[src/rtl/inst_encoder_pkg.sv]
// Shared types and field positions for the RV32I instruction encoder.
// The immediate-select coding matches the core's immediate generator.
package inst_encoder_pkg;

  typedef enum logic [2:0] {
    IMM_I     = 3'b000,
    IMM_S     = 3'b001,
    IMM_B     = 3'b010,
    IMM_J     = 3'b011,
    IMM_U     = 3'b100,
    IMM_SHIFT = 3'b101,
    IMM_R     = 3'b110,
    IMM_RSVD  = 3'b111
  } imm_sel_e;

  localparam int RD_LSB     = 7;
  localparam int FUNCT3_LSB = 12;
  localparam int RS1_LSB    = 15;
  localparam int RS2_LSB    = 20;
  localparam int FUNCT7_LSB = 25;

  // True when v[31:top] are all copies of the sign bit, i.e. v fits in a top+1 bit signed field.
  function automatic logic sext_ok(input logic [31:0] v, input int unsigned top);
    logic [31:0] s;
    s = $unsigned($signed(v) >>> top);
    return (s == 32'h0000_0000) || (s == 32'hFFFF_FFFF);
  endfunction

endpackage

[src/rtl/inst_encoder_if.sv]
// Field-input and encoded-word-output handshake bundle for inst_encoder.
// The encoder uses the slave view; the program-load path uses master.
interface inst_encoder_if #(
  parameter int Width = 32,
  parameter int AW    = 10
);
  import inst_encoder_pkg::*;

  logic             in_valid;
  logic             in_ready;
  imm_sel_e         imm_sel;
  logic [6:0]       opcode;
  logic [2:0]       funct3;
  logic [6:0]       funct7;
  logic [4:0]       rd;
  logic [4:0]       rs1;
  logic [4:0]       rs2;
  logic [Width-1:0] imm;
  logic             out_valid;
  logic             out_ready;
  logic [Width-1:0] out_inst;
  logic             out_err;
  logic [AW-1:0]    out_addr;

  modport master (
    output in_valid, imm_sel, opcode, funct3, funct7, rd, rs1, rs2, imm, out_ready,
    input  in_ready, out_valid, out_inst, out_err, out_addr
  );

  modport slave (
    input  in_valid, imm_sel, opcode, funct3, funct7, rd, rs1, rs2, imm, out_ready,
    output in_ready, out_valid, out_inst, out_err, out_addr
  );

endinterface

[src/rtl/inst_encoder_enc_fifo2.sv]
// Two-entry synchronous FIFO with flush; full/empty come straight from registered count.
module enc_fifo2
  import inst_encoder_pkg::*;
#(
  parameter int            DW       = 8,
  parameter logic [DW-1:0] RST_DATA = '0
) (
  input  logic          clk,
  input  logic          rst,
  input  logic          i_flush,
  input  logic          i_push,
  input  logic          i_pop,
  input  logic [DW-1:0] i_data,
  output logic [DW-1:0] o_data,
  output logic          o_full,
  output logic          o_empty
);

  logic [DW-1:0] r_mem [2];
  logic          r_wr_ptr;
  logic          r_rd_ptr;
  logic [1:0]    r_count;
  logic          w_do_push;
  logic          w_do_pop;

  assign o_full    = (r_count == 2'd2);
  assign o_empty   = (r_count == 2'd0);
  assign w_do_push = i_push & ~o_full;
  assign w_do_pop  = i_pop & ~o_empty;
  assign o_data    = r_mem[r_rd_ptr];

  always_ff @(posedge clk or posedge rst) begin
    if (rst) begin
      r_mem[0] <= RST_DATA;
      r_mem[1] <= RST_DATA;
      r_wr_ptr <= 1'b0;
      r_rd_ptr <= 1'b0;
      r_count  <= 2'd0;
    end else if (i_flush) begin
      r_wr_ptr <= 1'b0;
      r_rd_ptr <= 1'b0;
      r_count  <= 2'd0;
    end else begin
      if (w_do_push) begin
        r_mem[r_wr_ptr] <= i_data;
        r_wr_ptr        <= ~r_wr_ptr;
      end
      if (w_do_pop) begin
        r_rd_ptr <= ~r_rd_ptr;
      end
      case ({w_do_push, w_do_pop})
        2'b10:   r_count <= r_count + 2'd1;
        2'b01:   r_count <= r_count - 2'd1;
        default: r_count <= r_count;
      endcase
    end
  end

endmodule

[src/rtl/inst_encoder.sv]
// Packs decoded RV32I fields plus a full immediate into an instruction word,
// flags immediates that cannot round-trip, and queues {inst, err, addr}.
module inst_encoder
  import inst_encoder_pkg::*;
#(
  parameter int          Width     = 32,
  parameter int          AW        = 10,
  parameter int unsigned BASE_ADDR = 0,
  parameter int          ERRW      = 8
) (
  input  logic            clk,
  input  logic            rst,
  input  logic            flush,
  inst_encoder_if.slave   bus,
  output logic [ERRW-1:0] err_cnt
);

  localparam int DW = Width + 1 + AW;
  localparam logic [DW-1:0] RST_ENTRY = {{Width{1'b0}}, 1'b0, AW'(BASE_ADDR)};

  logic [Width-1:0] w_inst;
  logic             w_err;
  logic [Width-1:0] w_imm;
  logic             w_full;
  logic             w_empty;
  logic             w_push;
  logic [DW-1:0]    w_head;
  logic [AW-1:0]    r_addr;
  logic [ERRW-1:0]  r_err_cnt;

  assign w_imm = bus.imm;

  always_comb begin
    w_inst = '0;
    w_err  = 1'b0;
    case (bus.imm_sel)
      IMM_I: begin
        w_inst[31:20]             = w_imm[11:0];
        w_inst[RS1_LSB +: 5]      = bus.rs1;
        w_inst[FUNCT3_LSB +: 3]   = bus.funct3;
        w_inst[RD_LSB +: 5]       = bus.rd;
        w_err                     = !sext_ok(w_imm, 11);
      end
      IMM_S: begin
        w_inst[31:25]             = w_imm[11:5];
        w_inst[RS2_LSB +: 5]      = bus.rs2;
        w_inst[RS1_LSB +: 5]      = bus.rs1;
        w_inst[FUNCT3_LSB +: 3]   = bus.funct3;
        w_inst[11:7]              = w_imm[4:0];
        w_err                     = !sext_ok(w_imm, 11);
      end
      IMM_B: begin
        w_inst[31]                = w_imm[12];
        w_inst[30:25]             = w_imm[10:5];
        w_inst[RS2_LSB +: 5]      = bus.rs2;
        w_inst[RS1_LSB +: 5]      = bus.rs1;
        w_inst[FUNCT3_LSB +: 3]   = bus.funct3;
        w_inst[11:8]              = w_imm[4:1];
        w_inst[7]                 = w_imm[11];
        w_err                     = w_imm[0] | !sext_ok(w_imm, 12);
      end
      IMM_J: begin
        w_inst[31]                = w_imm[20];
        w_inst[30:21]             = w_imm[10:1];
        w_inst[20]                = w_imm[11];
        w_inst[19:12]             = w_imm[19:12];
        w_inst[RD_LSB +: 5]       = bus.rd;
        w_err                     = w_imm[0] | !sext_ok(w_imm, 20);
      end
      IMM_U: begin
        w_inst[31:12]             = w_imm[31:12];
        w_inst[RD_LSB +: 5]       = bus.rd;
        w_err                     = (w_imm[11:0] != 12'h000);
      end
      IMM_SHIFT: begin
        w_inst[FUNCT7_LSB +: 7]   = bus.funct7;
        w_inst[24:20]             = w_imm[4:0];
        w_inst[RS1_LSB +: 5]      = bus.rs1;
        w_inst[FUNCT3_LSB +: 3]   = bus.funct3;
        w_inst[RD_LSB +: 5]       = bus.rd;
        w_err                     = (w_imm[31:5] != 27'h0);
      end
      IMM_R: begin
        w_inst[FUNCT7_LSB +: 7]   = bus.funct7;
        w_inst[RS2_LSB +: 5]      = bus.rs2;
        w_inst[RS1_LSB +: 5]      = bus.rs1;
        w_inst[FUNCT3_LSB +: 3]   = bus.funct3;
        w_inst[RD_LSB +: 5]       = bus.rd;
      end
      default: begin
        w_err = 1'b1;
      end
    endcase
    // Reserved select produces an all-zero word, opcode included.
    if (bus.imm_sel != IMM_RSVD) begin
      w_inst[6:0] = bus.opcode;
    end
  end

  assign bus.in_ready = ~w_full;
  assign w_push       = bus.in_valid & ~w_full & ~flush;

  enc_fifo2 #(
    .DW       (DW),
    .RST_DATA (RST_ENTRY)
  ) u_fifo (
    .clk     (clk),
    .rst     (rst),
    .i_flush (flush),
    .i_push  (w_push),
    .i_pop   (bus.out_ready),
    .i_data  ({w_inst, w_err, r_addr}),
    .o_data  (w_head),
    .o_full  (w_full),
    .o_empty (w_empty)
  );

  assign bus.out_valid = ~w_empty;
  assign {bus.out_inst, bus.out_err, bus.out_addr} = w_head;
  assign err_cnt = r_err_cnt;

  always_ff @(posedge clk or posedge rst) begin
    if (rst) begin
      r_addr    <= AW'(BASE_ADDR);
      r_err_cnt <= '0;
    end else if (flush) begin
      r_addr    <= AW'(BASE_ADDR);
    end else if (w_push) begin
      r_addr <= r_addr + AW'(1);
      if (w_err && (r_err_cnt != {ERRW{1'b1}})) begin
        r_err_cnt <= r_err_cnt + ERRW'(1);
      end
    end
  end

endmodule

[src/flat_wrapper.sv]
// flat-port wrapper written by rule: the top's interface ports become plain ports
module inst_encoder_flat import inst_encoder_pkg::*;
#(
  parameter int          Width     = 32,
  parameter int          AW        = 10,
  parameter int unsigned BASE_ADDR = 0,
  parameter int          ERRW      = 8
)
  (clk, rst, flush, err_cnt, bus_in_valid, bus_imm_sel, bus_opcode, bus_funct3, bus_funct7, bus_rd, bus_rs1, bus_rs2, bus_imm, bus_out_ready, bus_in_ready, bus_out_valid, bus_out_inst, bus_out_err, bus_out_addr);
  inst_encoder_if #(.Width(Width), .AW(AW)) bus_i ();
  input  logic clk;
  input  logic rst;
  input  logic flush;
  output logic [ERRW-1:0] err_cnt;
  input wire logic [$bits(bus_i.in_valid)-1:0] bus_in_valid;
  input wire logic [$bits(bus_i.imm_sel)-1:0] bus_imm_sel;
  input wire logic [$bits(bus_i.opcode)-1:0] bus_opcode;
  input wire logic [$bits(bus_i.funct3)-1:0] bus_funct3;
  input wire logic [$bits(bus_i.funct7)-1:0] bus_funct7;
  input wire logic [$bits(bus_i.rd)-1:0] bus_rd;
  input wire logic [$bits(bus_i.rs1)-1:0] bus_rs1;
  input wire logic [$bits(bus_i.rs2)-1:0] bus_rs2;
  input wire logic [$bits(bus_i.imm)-1:0] bus_imm;
  input wire logic [$bits(bus_i.out_ready)-1:0] bus_out_ready;
  output wire logic [$bits(bus_i.in_ready)-1:0] bus_in_ready;
  output wire logic [$bits(bus_i.out_valid)-1:0] bus_out_valid;
  output wire logic [$bits(bus_i.out_inst)-1:0] bus_out_inst;
  output wire logic [$bits(bus_i.out_err)-1:0] bus_out_err;
  output wire logic [$bits(bus_i.out_addr)-1:0] bus_out_addr;
  assign bus_i.in_valid = bus_in_valid;
  assign bus_i.imm_sel = bus_imm_sel;
  assign bus_i.opcode = bus_opcode;
  assign bus_i.funct3 = bus_funct3;
  assign bus_i.funct7 = bus_funct7;
  assign bus_i.rd = bus_rd;
  assign bus_i.rs1 = bus_rs1;
  assign bus_i.rs2 = bus_rs2;
  assign bus_i.imm = bus_imm;
  assign bus_i.out_ready = bus_out_ready;
  assign bus_in_ready = bus_i.in_ready;
  assign bus_out_valid = bus_i.out_valid;
  assign bus_out_inst = bus_i.out_inst;
  assign bus_out_err = bus_i.out_err;
  assign bus_out_addr = bus_i.out_addr;
  inst_encoder #(.Width(Width), .AW(AW), .BASE_ADDR(BASE_ADDR), .ERRW(ERRW)) u_core (.clk(clk), .rst(rst), .flush(flush), .bus(bus_i), .err_cnt(err_cnt));
endmodule
[config.mk]
export PLATFORM = sky130hd
export DESIGN_NAME = inst_encoder_flat
export DESIGN_NICKNAME = d
export VERILOG_FILES = /design/src/rtl/inst_encoder_pkg.sv /design/src/rtl/inst_encoder_if.sv /design/src/rtl/inst_encoder_enc_fifo2.sv /design/src/rtl/inst_encoder.sv /design/src/flat_wrapper.sv
export SDC_FILE = /design/constraint.sdc
export NUM_CORES = 1
export LEC_CHECK = 0
export CORE_ASPECT_RATIO = 1.1
export CORE_MARGIN = 1.5
export CORE_UTILIZATION = 30
export CTS_BUF_LIST = sky130_fd_sc_hd__clkbuf_16
export DETAILED_ROUTE_END_ITERATION = 10
export PLACE_DENSITY = 0.55
export SYNTH_ARGS = -nofsm -noshare
export SYNTH_HDL_FRONTEND = slang
export SYNTH_SLANG_ARGS = --single-unit
[constraint.sdc]
create_clock -name clk -period 3.2 [get_ports clk]
set_input_delay 0.32 -clock clk [delete_from_list [all_inputs] [get_ports clk]]
set_output_delay 0.32 -clock clk [all_outputs]
set_load 0.02 [all_outputs]
# Yosys cells after proc, flatten, opt, wreduce, memory -nomap -nowiden
# Cells that the tools add are included.
# op_classes
add_sub_neg	4
n_lt_le_gt_ge	3
eq_ne	14
mux	17
bitwise	13
n_reduce_logical	22
# ops
operator	n
25-bit one-hot mux with 7 select lines	1
43-bit 2-to-1 mux	4
32-bit == test (second input constant)	3
32-bit logical NOT	3
86-bit bitwise mux	1
43-bit demux with 1-bit select	1
27-bit nonzero test	1
10-bit 2-to-1 mux	2
12-bit nonzero test	1
10-bit by 1-bit adder with 10-bit output (second input constant)	1
3-bit == test (second input constant)	3
8-bit by 1-bit adder with 8-bit output (second input constant)	1
8-bit inequality test (second input constant)	1
7-bit 2-to-1 mux	1
3-bit by 2-bit == test with 1-bit output (second input constant)	2
1-bit one-hot mux with 6 select lines	1
2-bit nonzero test	3
1-bit NOT	5
1-bit AND	4
2-bit == test (second input constant)	2
2-bit greater-or-equal comparator (second input constant)	2
1-bit 2-to-1 mux	4
1-bit NOT with 2-bit output	2
2-bit one-hot mux with 2 select lines	1
17 further kinds	23
# word_totals
reg_bits	108
input_bits	72
out_inout_bits	53
wordCells	80

# Longest topological paths before layout
# Gate-level depths: netlist of the first run.
# depth
depth_word	8
ltp_mapped	8
depth_no_buf	6

# Modules after synthesis
# A second synthesis of the first run with hierarchy kept.
# hier_totals
hier_cells	556
hier_area_um2	6211.0
# by_module_without_submodules
mod	n_inst	cells_each	area_each_um2
enc_fifo2	1	254	4085.2
inst_encoder	1	302	2125.8

# Worst setup path before layout of the first run
# OpenSTA, ideal clock, no wires.
# synth_path
kind	reg-to-reg
start	register u_core.u_fifo.r_count[0]
end	register u_core.r_err_cnt[1] (netlist: u_core.err_cnt[1])
setup_time_ns	0.125
arrival_time_ns	1.837
setup_slack_ns	1.238
path_stages_with_launch	7
path_buffers	0
cell_sequence	dfrtp_1 -> nand2b_1 -> nand2_4 -> nor4_2 -> nand3_1 -> a2bb2oi_2 -> mux2_4
# synth_between
elab_chain_len	5
# synth_lines
item	line	text
start: declaration	inst_encoder_enc_fifo2.sv:22	logic [1:0] r_count;
start signal: assignment	inst_encoder_enc_fifo2.sv:52	2'b10: r_count <= r_count + 2'd1;
start signal: assignment	inst_encoder_enc_fifo2.sv:53	2'b01: r_count <= r_count - 2'd1;
start signal: assignment	inst_encoder_enc_fifo2.sv:54	default: r_count <= r_count;
2-bit == test	inst_encoder_enc_fifo2.sv:26	assign o_full = (r_count == 2'd2);
1-bit NOT	--	
named net bus_in_ready	flat_wrapper.sv:25	output wire logic [$bits(bus_i.in_ready)-1:0] bus_in_ready;
1-bit AND (2 in series)	inst_encoder.sv:101	assign w_push = bus.in_valid & ~w_full & ~flush;
3-bit AND reduction (no source line)	--	
end signal: assignment	inst_encoder.sv:131	r_err_cnt <= r_err_cnt + ERRW'(1);
end: declaration	inst_encoder.sv:29	logic [ERRW-1:0] r_err_cnt;
# The timed path passes the listed nets, and every way through them passes these cells.
# A chain may end at the register's enable or synchronous reset.

# Worst setup path after layout of the first run
# layout_path
start	register u_core.u_fifo.r_rd_ptr
end	output port bus_out_inst[31]
# layout_between
elab_chain_len	4
# layout_lines
item	line	text
start: declaration	inst_encoder_enc_fifo2.sv:21	logic r_rd_ptr;
start signal: assignment	inst_encoder_enc_fifo2.sv:49	r_rd_ptr <= ~r_rd_ptr;
1-bit NOT with 2-bit output (not written as such)	inst_encoder_enc_fifo2.sv:30	assign o_data = r_mem[r_rd_ptr];
43-bit 2-to-1 mux (not written as such) (3 in series)	inst_encoder_enc_fifo2.sv:30	
end: declaration	flat_wrapper.sv:27	output wire logic [$bits(bus_i.out_inst)-1:0] bus_out_inst;
# Every way passes these cells. The select of a mux whose other input is x is not followed.

==> results of run 1 <==
worst reg2reg max path, delay by kind of cell (launching register included):
family	cells	cell delay, ns
flops	1	0.42
simple gates	4	1.53
compound gates	1	0.08
power groups by stage:
stage	combinational [mW]	clock (mW)	sequential, mW
after CTS	1.38	1.21	1.85
after global placement	1.35	0	1.85
final	1.36	1.17	1.85
after floorplan	0.796	0	1.85
after detailed placement	1.38	0	1.87
after global routing	1.48	1.27	1.89
area by class of cell:
type	count	area (um2)	share of cell area
clock buffer	9	225	0.0288
clock inverter	7	82.6	0.0105
inverter	9	36.3	0.00463
multi-input combinational	453	3100	0.395
sequential	108	2700	0.345
tap	252	315	0.0403
timing repair buffer	138	1370	0.175
routing by layer:
metal,track usage,up-vias,routed length [um],part of all wire
li1,-,2369,-,-
met1,0.207,2409,7230,0.44
met2,0.284,142,8120,0.50
met3,0.0228,17,705,0.043
met4,0.0553,0,277,0.017
met5,0,-,0,0
final timing paths:
kind,startpoint,to,slack (ns),cells past startpoint
max reg2reg,u_core.u_fifo.r_count[0]$_DFFE_PP0P_,u_core.u_fifo.r_mem[57]$_DFFE_PP0P_,1.02,5
max,u_core.u_fifo.r_rd_ptr$_DFFE_PP0P_,bus_out_inst[31],0.61,3
max in group asynchronous,rst,u_core.u_fifo.r_mem[48]$_DFFE_PP0P_,1.97,3
min reg2reg,u_core.u_fifo.r_mem[50]$_DFFE_PP0P_,u_core.u_fifo.r_mem[50]$_DFFE_PP0P_,0.47,2
min in group clk,u_core.u_fifo.r_mem[50]$_DFFE_PP0P_,u_core.u_fifo.r_mem[50]$_DFFE_PP0P_,0.47,2
min,rst,u_core.u_fifo.r_mem[47]$_DFFE_PP0P_,0.47,2
cell usage in the layout (no fill, tap or decap), drive strengths merged, types with 3 or more instances in the layout:
| master | count |
|---|---|
| nor4 | 6 |
| a221oi | 6 |
| o211ai | 4 |
| mux4 | 4 |
| dfrtp | 108 |
| a31oi | 4 |
| clkbuf | 9 |
| xor2 | 11 |
| nor3 | 5 |
| or4 | 3 |
| o21ai | 31 |
| buf | 14 |
| xnor2 | 3 |
| a21o | 4 |
| o221ai | 4 |
| mux2 | 90 |
| inv | 13 |
| or3 | 3 |
| clkdlybuf4s50 | 124 |
| nor2 | 47 |
| nand4 | 11 |
| nand2 | 124 |
| nand3 | 9 |
| nor2b | 7 |
| a21oi | 35 |
| mux2i | 14 |
| nand2b | 3 |
| a211oi | 5 |
metrics by stage:
stage	util	setup slack, ns
detailed placement	0.381	0.574
global placement	0.381	0.625
floorplan	-	0.0344
CTS	0.397	0.578
finish	0.397	0.606
global route	0.397	0.519
state kept, by name, summed over array words and instances, names as in the netlist:
register	count
u_core.u_fifo.r_mem	86
u_core.u_fifo.r_wr_ptr	1
u_core.u_fifo.r_rd_ptr	1
u_core.u_fifo.r_count	2
u_core.err_cnt	8
u_core.r_addr	10
logic make-up after synthesis:
kind of cell             count (synthesis)  share of synthesized area
buffers and inverters                   44                     0.0326
multiplexers                           108                      0.209
XOR/XNOR                                14                     0.0205
flip-flops                             108                      0.452
adder cells (fa/ha/maj)                  2                    0.00418
AO/OA/AOI/OAI                          104                      0.113
AND/OR/NAND/NOR                        225                      0.169
==> run summary, run 1 <==
Critical path buffers and inverters: 2
Avg Cell Area, Syn: 9.89 um2
clk slew on worst S/H paths: 0.08 ns
Final setup viols: 0
Yosys reg bits: 108
GPL Wtd Cong: 0.902
final period utilization: 0.811
clock sink count: 108
DR iter-0 viols: 250
Worst Path Max Fanout: 28
Row Count: 54
WL final: 16300 um
post-synth cell types: 60
RSZ-0062 raised after global routing: no
Relative slew margins: 0.342
top-area cell type share of the netlist area: 0.452
TritonCTS Buffers: 9
final setup skew: 0.0102 ns
CTS tree: yes
Die X: 138 um
Critical Path RT: 2.88 ns
Ys Warns: 0
I/O pin total: 125
CP Capture Type: primary output
overall power: 4.38 mW
largest net degree at the start of global routing: 61
global-route wire length before repair: 26000 um
status: finished, final reports clean
Worst-Margin Slew: 0.987 ns
initial antenna violation count: 0
area of the mapped netlist: 5990 um2
fmax: 385 MHz
final count of hold timing violations: 0
diodes inserted: 0
Psw: 1.40 mW
synth cell count leaders: nand2_1 (122), dfrtp_1 (108), mux2_2 (58), nor2_1 (45), a21oi_1 (35)
WL/cell: 16.7 um
Max H-tree Level: 3
Final ANT Viol Nets: 0
crit-path cells: buf_12, mux2_2, clkdlybuf4s50_1
minimum clock period: 2.59 ns
fill count: 1937
DP HPWL: 11800 um
Pint: 2.98 mW
Root Buffer: clkbuf_16
post_cts resized: 0
Vias/cell: 5.06
share of power burned in registers: 0.422
proportion of layout cells with a drive suffix above 1: 0.159
Initial Util: 0.303
CP delay by family, top: buffers and inverters
grt ovf: 0
Worst Setup Start Kind: register
Residual DRC: 0
synth top area cells: dfrtp_1 (45%), mux2_2 (11%), nand2_1 (7.7%), mux2_1 (5.6%), a21oi_1 (2.9%)
Post-Synthesis Cells: 605
WHS: 0.469 ns
Leak: 3.40 nW
Gate power share: 0.311
Max-cap violations: 0
Hold-fix buffers, CTS: 0
worst path arrival time: 2.27 ns
dpl cell area: 7520 um2
post-synthesis async set-or-reset flop share: 1.00
later-pin clock latency in the skew report: 0.36 ns
Post-Layout Inst Area: 7830 um2
CP Class: register to primary output
vias in the first global route: 4975
syn nets: 679
Via Count: 4937
Buffers on Ports: 124
die area: 20800 um2
Post-CTS Setup Bufs: 0
Layout Cells excl Fill: 976
fin nets: 793
clock share of power: 0.267
crit-path max cell delay: 0.67 ns
Core Area: 19700 um2
worst IR drop on VDD: 0.281 mV
Max clock buf depth: 2
Slew Viols, Final: 0
number of flops mapped to enable cells by yosys: 0
most frequent cell after synthesis: nand2_1
placed cells: 960
sequential share of the synthesized area: 0.452
area grow syn2layout: 30.8%
die height: 151 um
Hold Path Class: input pin to asynchronous set/reset pin
Cell Pwr Density: 560 nW/um2
setup tns final: 0 ns
CP max-delay cell: dfrtp_2
Yosys top cell by area: dfrtp_1
main flop type after synthesis: dfrtp_1
overall routing resource usage: 0.164
drt first pass iters: 4
Sw Share: 0.319
(Power assumes the default switching activity.)
==> run 2: changes to the inputs <==
Clock period 3.2 ns to 2.2 ns, I/O delays scaled along.
==> run 2 against run 1 <==
Die area unchanged; setup slack worse by 0.53 ns; via count increased by 1.3%; clock-buffer cell count did not move; combinational power rose by 52%; register-to-register slack lost 0.76 ns; cell count up 5.0%; sequential cell count unchanged; routed wire length increased by 2.4%; non-clock buffer count rose by 49.
==> run summary, run 2 (synthesis gave the netlist of run 1 again) <==
CP Capture Type: primary output
post_cts resized: 1
crit-path cells: buf_12, mux2_2, clkdlybuf4s50_1
Initial Util: 0.303
Die X: 138 um
worst reg-to-reg path cell count: 6
Critical path buffers and inverters: 2
initial antenna violation count: 0
Via Count: 5002
Hold Path Class: input pin to asynchronous set/reset pin
Max-cap violations: 0
WL/cell: 16.3 um
CTS tree: yes
largest net degree at the start of global routing: 109
Buffers on Ports: 124
vias in the first global route: 5020
proportion of layout cells with a drive suffix above 1: 0.211
Core Area: 19700 um2
area grow syn2layout: 37.5%
DR iter-0 viols: 180
fin nets: 842
fill count: 1917
RSZ-0062 raised after global routing: no
DP HPWL: 12400 um
GPL Wtd Cong: 0.826
Final setup viols: 0
Max clock buf depth: 2
Final ANT Viol Nets: 0
Row Count: 54
TritonCTS Buffers: 9
global-route wire length before repair: 26800 um
Biggest register: u_core.u_fifo.r_mem
CP max-delay cell: clkdlybuf4s50_1
fmax: 472 MHz
CP Class: register to primary output
Post-CTS Setup Bufs: 0
overall power: 6.41 mW
clock sink count: 108
dpl cell area: 7930 um2
Relative slew margins: 0.602
clk slew on worst S/H paths: 0.07 ns
crit-path max cell delay: 0.56 ns
Worst Setup Start Kind: register
FF-to-FF Start: u_core.u_fifo.r_count[0]$_DFFE_PP0P_
I/O pin total: 125
final period utilization: 0.964
Post-Layout Inst Area: 8230 um2
Cell Pwr Density: 778 nW/um2
Worst Path Max Fanout: 28
overall routing resource usage: 0.168
Root Buffer: clkbuf_16
Critical Path RT: 1.98 ns
most frequent cells in the layout: clkdlybuf4s50_1 (124), nand2_1 (121), dfrtp_1 (107), mux2_2 (58), buf_4 (57)
commonest non-fill, non-tap cell in the layout: clkdlybuf4s50_1
status: finished, final reports clean
WL final: 16700 um
sequential cell area: 2700 um2
die height: 151 um
diodes inserted: 0
Worst-Margin Slew: 0.597 ns
Max H-tree Level: 3
CP delay by family, top: buffers and inverters
final count of hold timing violations: 0
multi-input logic area: 3100 um2
die area: 20800 um2
Post-Place Setup Slack: -0.192 ns
Vias/cell: 4.88
worst path arrival time: 1.90 ns
slack of the critical path: 0.0794 ns
later-pin clock latency in the skew report: 0.36 ns
Leak: 3.64 nW
grt ovf: 0
Slew Viols, Final: 0
final setup skew: 0.00736 ns
Residual DRC: 0
max reg flops: 86
worst reg2reg endpoint: u_core.err_cnt[1]$_DFFE_PP0P_
worst IR drop on VDD: 0.395 mV
Hold-fix buffers, CTS: 0
drt first pass iters: 6
minimum clock period: 2.12 ns
r2r setup slk: 0.26 ns
[run 2: cell count changes in the layout (fill, tap and decap cells not counted)]
cell / delta
buf_6: +1
inv_6: -1
inv_1: +1
clkinvlp_4: +2
buf_4: +45
buf_12: +3
inv_4: -1
inv_8: -1
[run 2: layout make-up]
| type | instances | area share |
|---|---|---|
| flip-flops and latches | 108 | 0.328 |
| inverters | 9 | 0.00456 |
| clock buffers | 9 | 0.0274 |
| multi-input cells | 453 | 0.376 |
| repair buffers | 187 | 0.216 |
| clock inverters | 7 | 0.00897 |
| well taps | 252 | 0.0383 |
[run 2: worst max path at each step]
stage / cells after the start / to / slack, ns / start
final: 3 / bus_out_inst[15] / 0.08 / u_core.u_fifo.r_rd_ptr$_DFFE_PP0P_
after global routing: 3 / bus_out_inst[15] / 0.02 / u_core.u_fifo.r_rd_ptr$_DFFE_PP0P_
after CTS: 3 / bus_out_inst[7] / 0.05 / u_core.u_fifo.r_rd_ptr$_DFFE_PP0P_
after detailed placement: 7 / u_core.err_cnt[2]$_DFFE_PP0P_ / -0.19 / bus_imm[13]
after global placement: 7 / u_core.err_cnt[1]$_DFFE_PP0P_ / -0.16 / bus_imm[13]
after floorplan: 6 / u_core.err_cnt[1]$_DFFE_PP0P_ / 0.24 / u_core.u_fifo.r_count[0]$_DFFE_PP0P_
[run 2: stage by stage]
stage / cells / hold WS (ns) / utilization / setup TNS, ns
6_report: 1025 / 0.367 / 0.417 / 0
3_3_place_gp: 1009 / 0.454 / 0.402 / -0.858
2_1_floorplan: 605 / 0.370 / - / 0
4_1_cts: 1025 / 0.411 / 0.417 / 0
5_1_grt: 1025 / 0.431 / 0.417 / 0
3_5_place_dp: 1009 / 0.459 / 0.402 / -1.30
[run 2: per-layer routing]
metal	global-route usage	routed length [um]	vias to the layer above
met5	0	0	-
met1	0.218	7730	2399
met3	0.0311	609	19
met4	0.0558	313	0
met2	0.282	8070	114
li1	-	-	2470
[run 2: worst reg2reg max path, stage by stage (launching register included)]
cell and delay [ns]:
dfrtp_1 0.42, nand2b_1 0.23, nand2_4 0.10, nor4_2 0.28, nand3_1 0.25, a2bb2oi_2 0.24, mux2_4 0.31
[run 2: power breakdown]
| group | switching [mW] | internal, mW |
|---|---|---|
| Clock | 0.772 | 0.890 |
| Sequential | 0.268 | 2.41 |
| Combinational | 0.982 | 1.09 |
==> run 3: changes to the inputs <==
Settings changed: TNS_END_PERCENT from default to 5.
==> results of run 3 <==
The final DEF is identical to that of run 2; final timing and power are the same.
